`config.mk`:
```
export PLATFORM = sky130hd
export DESIGN_NAME = ras_ctrl
export DESIGN_NICKNAME = d
export VERILOG_FILES = /design/src/rtl/ras_pkg.sv /design/src/rtl/ras_close_sched.sv /design/src/rtl/ras_ctrl.sv
export SDC_FILE = /design/constraint.sdc
export NUM_CORES = 1
export LEC_CHECK = 0
export ABC_AREA = 0
export CELL_PAD_IN_SITES_DETAIL_PLACEMENT = 1
export CELL_PAD_IN_SITES_GLOBAL_PLACEMENT = 1
export CORE_UTILIZATION = 30
export DETAILED_ROUTE_END_ITERATION = 8
export PLACE_DENSITY = 0.83
export SLEW_MARGIN = 30
export SYNTH_ARGS = -nofsm -noshare
export SYNTH_HDL_FRONTEND = slang
export SYNTH_HIERARCHICAL = 1
export SYNTH_SLANG_ARGS = --single-unit
```
`constraint.sdc`:
```
create_clock -name clk -period 6.7 [get_ports clk]
set_input_delay 1.005 -clock clk [delete_from_list [all_inputs] [get_ports clk]]
set_output_delay 1.005 -clock clk [all_outputs]
set_load 0.005 [all_outputs]
```
`src/rtl/ras_pkg.sv`:
```
// Shared types and constants for the return-address-stack control stage.
// Command din is carried at RAS_W bits; the top casts to its WIDTH.
package ras_pkg;

  localparam int RAS_W = 32;
  localparam int unsigned RET_OFS_RVC = 2;
  localparam int unsigned RET_OFS_STD = 4;

  typedef enum logic [1:0] {
    RUN,
    DRAIN,
    FLUSH
  } ras_ctrl_state_e;

  typedef struct packed {
    logic             push;
    logic             pop;
    logic             branch;
    logic [RAS_W-1:0] din;
  } ras_cmd_t;

endpackage

```
`src/rtl/ras_close_sched.sv`:
```
// Close scheduler: counts resolved-correct closes and spaces them
// so that no two close_valid pulses are issued back to back.
module ras_close_sched
  import ras_pkg::*;
#(
  parameter int CW = 5
) (
  input  logic          clk,
  input  logic          reset,
  input  logic          inc,
  input  logic          clr,
  output logic          close_valid,
  output logic          busy,
  output logic [CW-1:0] pending
);

  logic [CW-1:0] pend_q;
  logic          last_q;

  assign close_valid = (pend_q != '0) && !last_q;
  assign busy        = (pend_q != '0) || close_valid;
  assign pending     = pend_q;

  always_ff @(posedge clk) begin
    if (!reset || clr) begin
      pend_q <= '0;
      last_q <= 1'b0;
    end else begin
      pend_q <= pend_q + CW'(inc) - CW'(close_valid);
      last_q <= close_valid;
    end
  end

endmodule

```
`src/rtl/ras_ctrl.sv`:
```
// RAS control stage: fetch/resolve events to RAS commands + return
// prediction. Define RAS_CTRL_COROUTINE_EN for call+ret push-and-pop.
module ras_ctrl
  import ras_pkg::*;
#(
  parameter int WIDTH         = 32,
  parameter int MAX_BRANCHES  = 16,
  parameter int ADDR_BRANCHES = 4
) (
  input  logic             clk,
  input  logic             reset,
  input  logic             fetch_valid,
  output logic             fetch_ready,
  input  logic             fetch_call,
  input  logic             fetch_ret,
  input  logic             fetch_cbr,
  input  logic             fetch_rvc,
  input  logic [WIDTH-1:0] fetch_pc,
  input  logic             resolve_valid,
  input  logic             resolve_mispredict,
  output logic             ras_push,
  output logic             ras_pop,
  output logic             ras_branch,
  output logic             ras_close_valid,
  output logic             ras_close_invalid,
  output logic [WIDTH-1:0] ras_din,
  input  logic [WIDTH-1:0] ras_dout,
  input  logic             ras_empty,
  output logic             pred_valid,
  output logic             pred_hit,
  output logic [WIDTH-1:0] pred_target
);

  localparam int CW = ADDR_BRANCHES + 1;

  ras_ctrl_state_e state_q, state_d;
  ras_cmd_t        cmd_q, cmd_d;

  logic [CW-1:0]    outst_q;
  logic [CW-1:0]    pending;
  logic [CW-1:0]    occ;
  logic [WIDTH-1:0] ret_addr;
  logic             pred_v_q;
  logic             pred_hit_q;
  logic             mis;
  logic             full;
  logic             accept;
  logic             do_pop;
  logic             close_valid;
  logic             busy;
  logic             flush;

  assign mis   = resolve_valid && resolve_mispredict;
  assign flush = (state_q == FLUSH);
  assign occ   = outst_q + pending;
  assign full  = (occ == CW'(MAX_BRANCHES));

  // A mispredict blocks fetch at once so the stage is empty at flush.
  assign fetch_ready = (state_q == RUN) && !mis
                    && !(fetch_cbr && full);
  assign accept = fetch_valid && fetch_ready;

  assign ret_addr = fetch_pc + (fetch_rvc ? WIDTH'(RET_OFS_RVC)
                                          : WIDTH'(RET_OFS_STD));

`ifdef RAS_CTRL_COROUTINE_EN
  assign do_pop = fetch_ret;
`else
  assign do_pop = fetch_ret && !fetch_call;
`endif

  always_comb begin
    cmd_d = '0;
    if (accept) begin
      cmd_d.push   = fetch_call;
      cmd_d.pop    = do_pop;
      cmd_d.branch = fetch_cbr;
      cmd_d.din    = fetch_call ? RAS_W'(ret_addr) : '0;
    end
  end

  always_comb begin
    state_d = state_q;
    unique case (state_q)
      RUN: begin
        if (mis) state_d = (busy || close_valid) ? DRAIN : FLUSH;
      end
      DRAIN: begin
        if (!busy) state_d = FLUSH;
      end
      FLUSH: state_d = RUN;
      default: state_d = RUN;
    endcase
  end

  always_ff @(posedge clk) begin
    if (!reset) state_q <= RUN;
    else        state_q <= state_d;
  end

  always_ff @(posedge clk) begin
    if (!reset || flush) begin
      outst_q <= '0;
      cmd_q   <= '0;
    end else begin
      outst_q <= outst_q + CW'(accept && fetch_cbr)
                         - CW'(resolve_valid);
      cmd_q   <= cmd_d;
    end
  end

  always_ff @(posedge clk) begin
    if (!reset) begin
      pred_v_q   <= 1'b0;
      pred_hit_q <= 1'b0;
    end else begin
      pred_v_q   <= cmd_q.pop;
      pred_hit_q <= cmd_q.pop && !ras_empty;
    end
  end

  ras_close_sched #(.CW(CW)) u_sched (
    .clk        (clk),
    .reset      (reset),
    .inc        (resolve_valid && !resolve_mispredict),
    .clr        (flush),
    .close_valid(close_valid),
    .busy       (busy),
    .pending    (pending)
  );

  assign ras_push          = cmd_q.push;
  assign ras_pop           = cmd_q.pop;
  assign ras_branch        = cmd_q.branch;
  assign ras_din           = WIDTH'(cmd_q.din);
  assign ras_close_valid   = close_valid;
  assign ras_close_invalid = flush;
  assign pred_valid        = pred_v_q;
  assign pred_hit          = pred_hit_q;
  assign pred_target       = pred_hit_q ? ras_dout : '0;

endmodule

```
# [After elaboration in Yosys (flattened, before gate mapping)]
# Index checks and enable logic that the tools add are counted.
[word_totals] output_inout_bits=72 in_bits=74 ff_bits=50 elab_cells=54
[classes] eq_ne=5 bitwise_logic=2 mux=6 addsub=6 reduce_logical=25
[ops] operator="$add 32x3->32" count=1
[ops] operator="$mux 32" count=1
[ops] operator="$add 5x1->5" count=2
[ops] operator="$logic_and 1x1->1" count=10
[ops] operator="$sub 5x1->5" count=2
[ops] operator="$logic_not 1->1" count=7
[ops] operator="$mux 2" count=3
[ops] operator="$add 5x5->5" count=1
[ops] operator="$eq 5x5->1 const B" count=1
[ops] operator="$reduce_bool 5->1" count=1
[ops] operator="$ne 2x2->1 const B" count=2
[ops] operator="$pmux 2 s2" count=1
[ops] operator="$logic_or 1x1->1" count=3
[ops] operator="$mux 3" count=1
[ops] operator="$reduce_or 3->1" count=1
[ops] operator="$eq 2x1->1 const B" count=1
[ops] operator="$eq 2x2->1 const B" count=1
[ops] operator="$logic_not 2->1" count=1
[ops] operator="$not 1->1" count=2
[ops] operator="$reduce_and 2->1" count=1
[ops] operator="$reduce_or 2->1" count=1

# [Depth between registers and ports, before layout]
[logic_depth] word_depth=9 depth_mapped=15 depth_no_buf=15

# [Hierarchy]
# The synthesis kept the hierarchy.
[modules_own_cells] mod="ras_ctrl" cells_per_inst=279 instances=1 seq_area_each_um2=880.8 area_per_inst_um2=2371.0
[modules_own_cells] mod="ras_close_sched" cells_per_inst=41 instances=1 seq_area_each_um2=120.1 area_per_inst_um2=381.6

# [Least setup slack after synthesis]
# Ideal clock, no wire load.
[synth_timing] path_kind="reg2reg" start="register u_sched.pend_q[0] (netlist: u_sched/pending[0])" end="register outst_q[4]" arrival_ns=2.570 synth_period_minus_slack_ns=2.690 required_ns=6.580 setup_time_ns=0.120 slack_ns=4.010 stages_incl_launch_ff=16 path_buffers=0 path_cell_list="dfxtp_1 > ha_1 > fa_1 > nand3_1 > a21oi_1 > o2111ai_1 > nor2_1 > nor3_1 > ha_1 > inv_1 > fa_1 > inv_1 > a21o_1 > a21oi_1 > xnor2_1 > nor2_1"
[synth_via] elab_chain_cells=9
[synth_lines] element="start: declaration" line_no="ras_close_sched.sv:17" text="logic [CW-1:0] pend_q;"
[synth_lines] element="start signal: assignment" line_no="ras_close_sched.sv:29" text="pend_q <= pend_q + CW'(inc) - CW'(close_valid);"
[synth_lines] element="$add 5x5->5" line_no="ras_ctrl.sv:55" text="assign occ = outst_q + pending;"
[synth_lines] element="$eq 5x5->1" line_no="ras_ctrl.sv:56" text="assign full = (occ == CW'(MAX_BRANCHES));"
[synth_lines] element="$logic_and 1x1->1" line_no="ras_ctrl.sv:60" text="&& !(fetch_cbr && full);"
[synth_lines] element="$logic_not 1->1" line_no="ras_ctrl.sv:60"
[synth_lines] element="$logic_and 1x1->1" line_no="ras_ctrl.sv:60"
[synth_lines] element="$logic_and 1x1->1" line_no="ras_ctrl.sv:61" text="assign accept = fetch_valid && fetch_ready;"
[synth_lines] element="$logic_and 1x1->1" line_no="ras_ctrl.sv:106" text="outst_q <= outst_q + CW'(accept && fetch_cbr)"
[synth_lines] element="$add 5x1->5" line_no="ras_ctrl.sv:106"
[synth_lines] element="$sub 5x1->5" line_no="ras_ctrl.sv:107" text="- CW'(resolve_valid);"
[synth_lines] element="end signal: assignment" line_no="ras_ctrl.sv:106"
[synth_lines] element="end: declaration" line_no="ras_ctrl.sv:39" text="logic [CW-1:0] outst_q;"
# No other way between the ends.
# A chain may end at the register's enable or synchronous reset.

# [Worst setup path after layout]
[layout_timing] start="register u_sched.pend_q[0] (netlist: u_sched/pending[0])" end="output port fetch_ready"
[layout_via] elab_chain_cells=5
[layout_lines] element="$add 5x5->5" line_no="ras_ctrl.sv:55"
[layout_lines] element="$eq 5x5->1" line_no="ras_ctrl.sv:56"
[layout_lines] element="$logic_and 1x1->1" line_no="ras_ctrl.sv:60"
[layout_lines] element="$logic_not 1->1" line_no="ras_ctrl.sv:60"
[layout_lines] element="$logic_and 1x1->1" line_no="ras_ctrl.sv:60"
[layout_lines] element="end: declaration" line_no="ras_ctrl.sv:13" text="output logic fetch_ready,"
# No other way between the ends.

==> metrics.md <==
| Metric | Value |
|---|---|
| Status | `finished with violations` |
| Failing checks | `DRC` |
| Starting density of the core | `31.26%` |
| PD cells | `230.0 nW/um2` |
| R2r worst-path depth | `15` |
| Die area | `between 9000 and 10,000 um2` |
| Post-CTS Repair Setup Buffers | `0` |
| Clk_lat worst skew | `around 0.3 ns` |
| Antenna viol nets, final | `0` |
| Final Cell Area | `between 4000 and 5000 um2` |
| Buffers added on ports | `around 150` |
| Die X | `approximately 98 um` |
| TritonRoute pass-1 iters | `6` |
| Detailed Place HPWL | `roughly 7 mm` |
| Crit path required time | `approximately 5.7 ns` |
| Routed len/inst | `around 15 um` |
| EDFF count, synth | `0` |
| Clk pin slew, worst setup/hold paths | `approximately 0.090 ns` |
| Post-layout minimum cycle time | `approximately 3.5 ns` |
| Area grow syn2layout | `60.82%` |
| Sequence of cells on the critical path | `ha_1 -> fa_1 -> nand3_1 -> a21oi_1 -> o2111ai_1 -> nor2_1 -> nor2_1 -> clkdlybuf4s50_1` |
| Hold Crit Class | `reg2reg` |
| Worst reg2reg endpoint | `outst_q[4]` |
| Seq/Total Area, Yosys | `36.36%` |
| Critical Path Sink | `fetch_ready` |
| Reg-to-reg slack, setup | `3.60 ns` |
| CTS Buf Count | `5` |
| CP startpoint | `u_sched/pending[0]` |
| Routed wire length | `8.349 mm` |
| GRT overflow | `0` |
| Core Region | `8806 um2` |
| Critical R2R Launch | `u_sched/pending[0]` |
| Slew Viols, Final | `0` |
| DRC | `26` |
| Most used cell along the critical path | `nor2_1` |
| Critical Path AT | `between 2 and 3 ns` |
| # setup viols final | `0` |
| Initial antenna violation count | `0` |
| GPL Wtd Cong | `about 0.77` |
| Netlist cell types | `38` |
| Die height | `between 90 and 100 um` |
| Least-Margin Pin Slew | `0.8078 ns` |
| Place WS | `around 3.2 ns` |
| Synthesized area per cell | `roughly 8.6 um2` |
| Max incr delay on CP | `0.51 ns` |
| Synth Warn # | `6` |
| Hold Slack | `~0.44 ns` |
| RSZ-0062 raised after global routing | `false` |
| CTS root buf | `clkbuf_8` |
| Final net count | `approximately 560` |
| Clk_skew | `0.01426 ns` |
| FF+latch area | `1001 um2` |
| Post-route clock period utilization | `roughly 52%` |
| Synth async-reset ratio | `0%` |
| Slew HR | `45.65%` |
| Top cell type's share of synthesized area | `between 30% and 40%` |
| First DRT Iteration DRCs | `58` |
| Post-synth top cells | `50 x dfxtp_1, 42 x nor2_1, 37 x and2_1, 27 x inv_1, 23 x xor2_1` |
| Cell Area, Synth | `around 2800 um2` |
| Worst ir drop on vdd | `0.00009327 V` |
| Synth area leader | `dfxtp_1` |
| Final setup TNS | `0 ns` |
| Leak | `1.750 nW` |
| MaxCap Viol Count | `0` |
| Post-route worst setup slack | `3.189 ns` |
| Area taken by multi-input logic gates | `roughly 1600 um2` |
| Top_reg_cell synth | `dfxtp_1` |
| H-Tree Depth | `2` |
| CP max-delay cell | `clkdlybuf4s50_1` |
| Gate Count Post-Synth | `320` |
| Seq cells post-synth | `50` |
| Cell Area, Placed | `between 4000 and 5000 um2` |
| Final Hold Fails | `0` |
| Post-Syn Nets | `a little over 400` |
| Antenna cells | `0` |
| CP endpoint kind | `output pin` |
| CP Max Fanout | `4` |
| First-pass GRT wire length | `13.81 mm` |
| Share of cells above drive strength 1 | `between 4 and 5%` |
| Number of global-route vias before repair | `roughly 2,900` |
| Kind of critical path | `reg2out` |
| Synth area leaders | `dfxtp_1 36%, and2_1 8.4%, ha_1 7.7%` |
| Hold_buf cts | `0` |
| CTS tree | `yes` |
| Total power | `a little over 1 mW` |
| # clock sinks | `50` |
| Largest net degree at the start of global routing | `34` |
| DR vias/cell | `about 4.8` |
| # fillers | `about 1,100` |
| IO Count | `146` |
| Post-cts resize count | `0` |
| Startpoint types | `flop` |
| Vias | `about 2,700` |
| GRT Overall Usage | `approximately 18%` |
| CTS Buffer Depth | `2` |
| Max Clk Rate | `0.2849 GHz` |
| Count leader, synth | `dfxtp_1` |
| Num rows | `34` |
==> power breakdown <==
part | internal, mW | total (mW) | switching (mW)
Combinational | 0.222 | 0.428 | 0.207
Sequential | 0.338 | 0.371 | 0.0334
Clock | 0.120 | 0.219 | 0.0989
==> stage by stage <==
step | std cells | utilization, %
after floorplan | 320 | -
after global placement | 565 | 48.93
after detailed placement | 565 | 48.99
after CTS | 572 | 50.27
after global routing | 572 | 50.27
final | 572 | 50.27
==> worst min-delay path by stage <==
stage,startpoint,to,slack [ns],depth (start not counted)
after floorplan,u_sched/last_q,u_sched/last_q,0.40,1
after detailed placement,u_sched/last_q,u_sched/last_q,0.43,1
after CTS,u_sched/last_q,u_sched/last_q,0.44,1
after global routing,u_sched/last_q,u_sched/last_q,0.45,1
after global placement,u_sched/last_q,u_sched/last_q,0.41,1
final,u_sched/last_q,u_sched/last_q,0.44,1
==> cell type report <==
type | count | area share [%]
multi-input combinational | 234 | 36.55
clock inverter | 1 | 0.6783
tap | 108 | 3.053
inverter | 27 | 2.289
clock buffer | 6 | 1.865
timing repair buffer | 146 | 32.96
sequential | 50 | 22.61
==> worst max-delay path: cells and delay by family (launching register included) <==
family	cells	cell delay (ns)
buffers and inverters	1	0.51
adder cells (fa/ha/maj)	2	0.62
flip-flops	1	0.35
AND/OR/NAND/NOR	3	0.37
AO/OA/AOI/OAI	2	0.36
==> registers in the layout, indices dropped and copies added, names as in the netlist <==
register,flops
ras_din,32
u_sched/pending,5
ras_pop,1
state_q,2
outst_q,5
u_sched/last_q,1
ras_branch,1
pred_hit,1
pred_valid,1
ras_push,1
==> kinds of logic (layout without fill, tap and decap cells) <==
kind of cell / count (synthesis) / in the layout / synth area share, %
flops: 50 / 50 / 36.36
buf+inv: 36 / 180 / 5.182
xor+xnor: 38 / 38 / 12.09
compound gates: 22 / 22 / 5.318
fa+ha+maj: 21 / 21 / 10.64
simple gates: 153 / 153 / 30.41
==> cell usage in the layout (no fill, tap or decap), types with 2 or more instances in the layout <==
cell type        Yosys  layout
nor3_1               7       6
nor2b_1              3       3
fa_1                 4       4
nand2_1             10      10
inv_1               27      27
a21o_1               4       4
nand3_1             11      11
nand4_1             11      11
and2_1              37      37
dfxtp_1             50      50
a21oi_1             10      10
clkdlybuf4s50_1      0     145
nor4_1               7       7
and4_1               2       2
xor2_1              23      23
clkbuf_8             0       6
and4_2               2       2
ha_1                17      17
and3_2               2       2
and3_1               5       5
xnor2_1             15      15
nor2_2               3       3
nand2b_1             4       4
o2111ai_1            2       2
nor2_1              42      42
==> layer usage <==
layer  GRT usage (%)  wire length (um)  up-vias  share of wire, %
li1                -                 -     1343                 -
met1           18.27              3185     1263                38
met2           34.15              4322      108                52
met3           6.514               806        4               9.7
met4           3.963                35        0              0.42
met5               0                 0        -                 0
No activity file was read; power rests on OpenSTA's default activity.
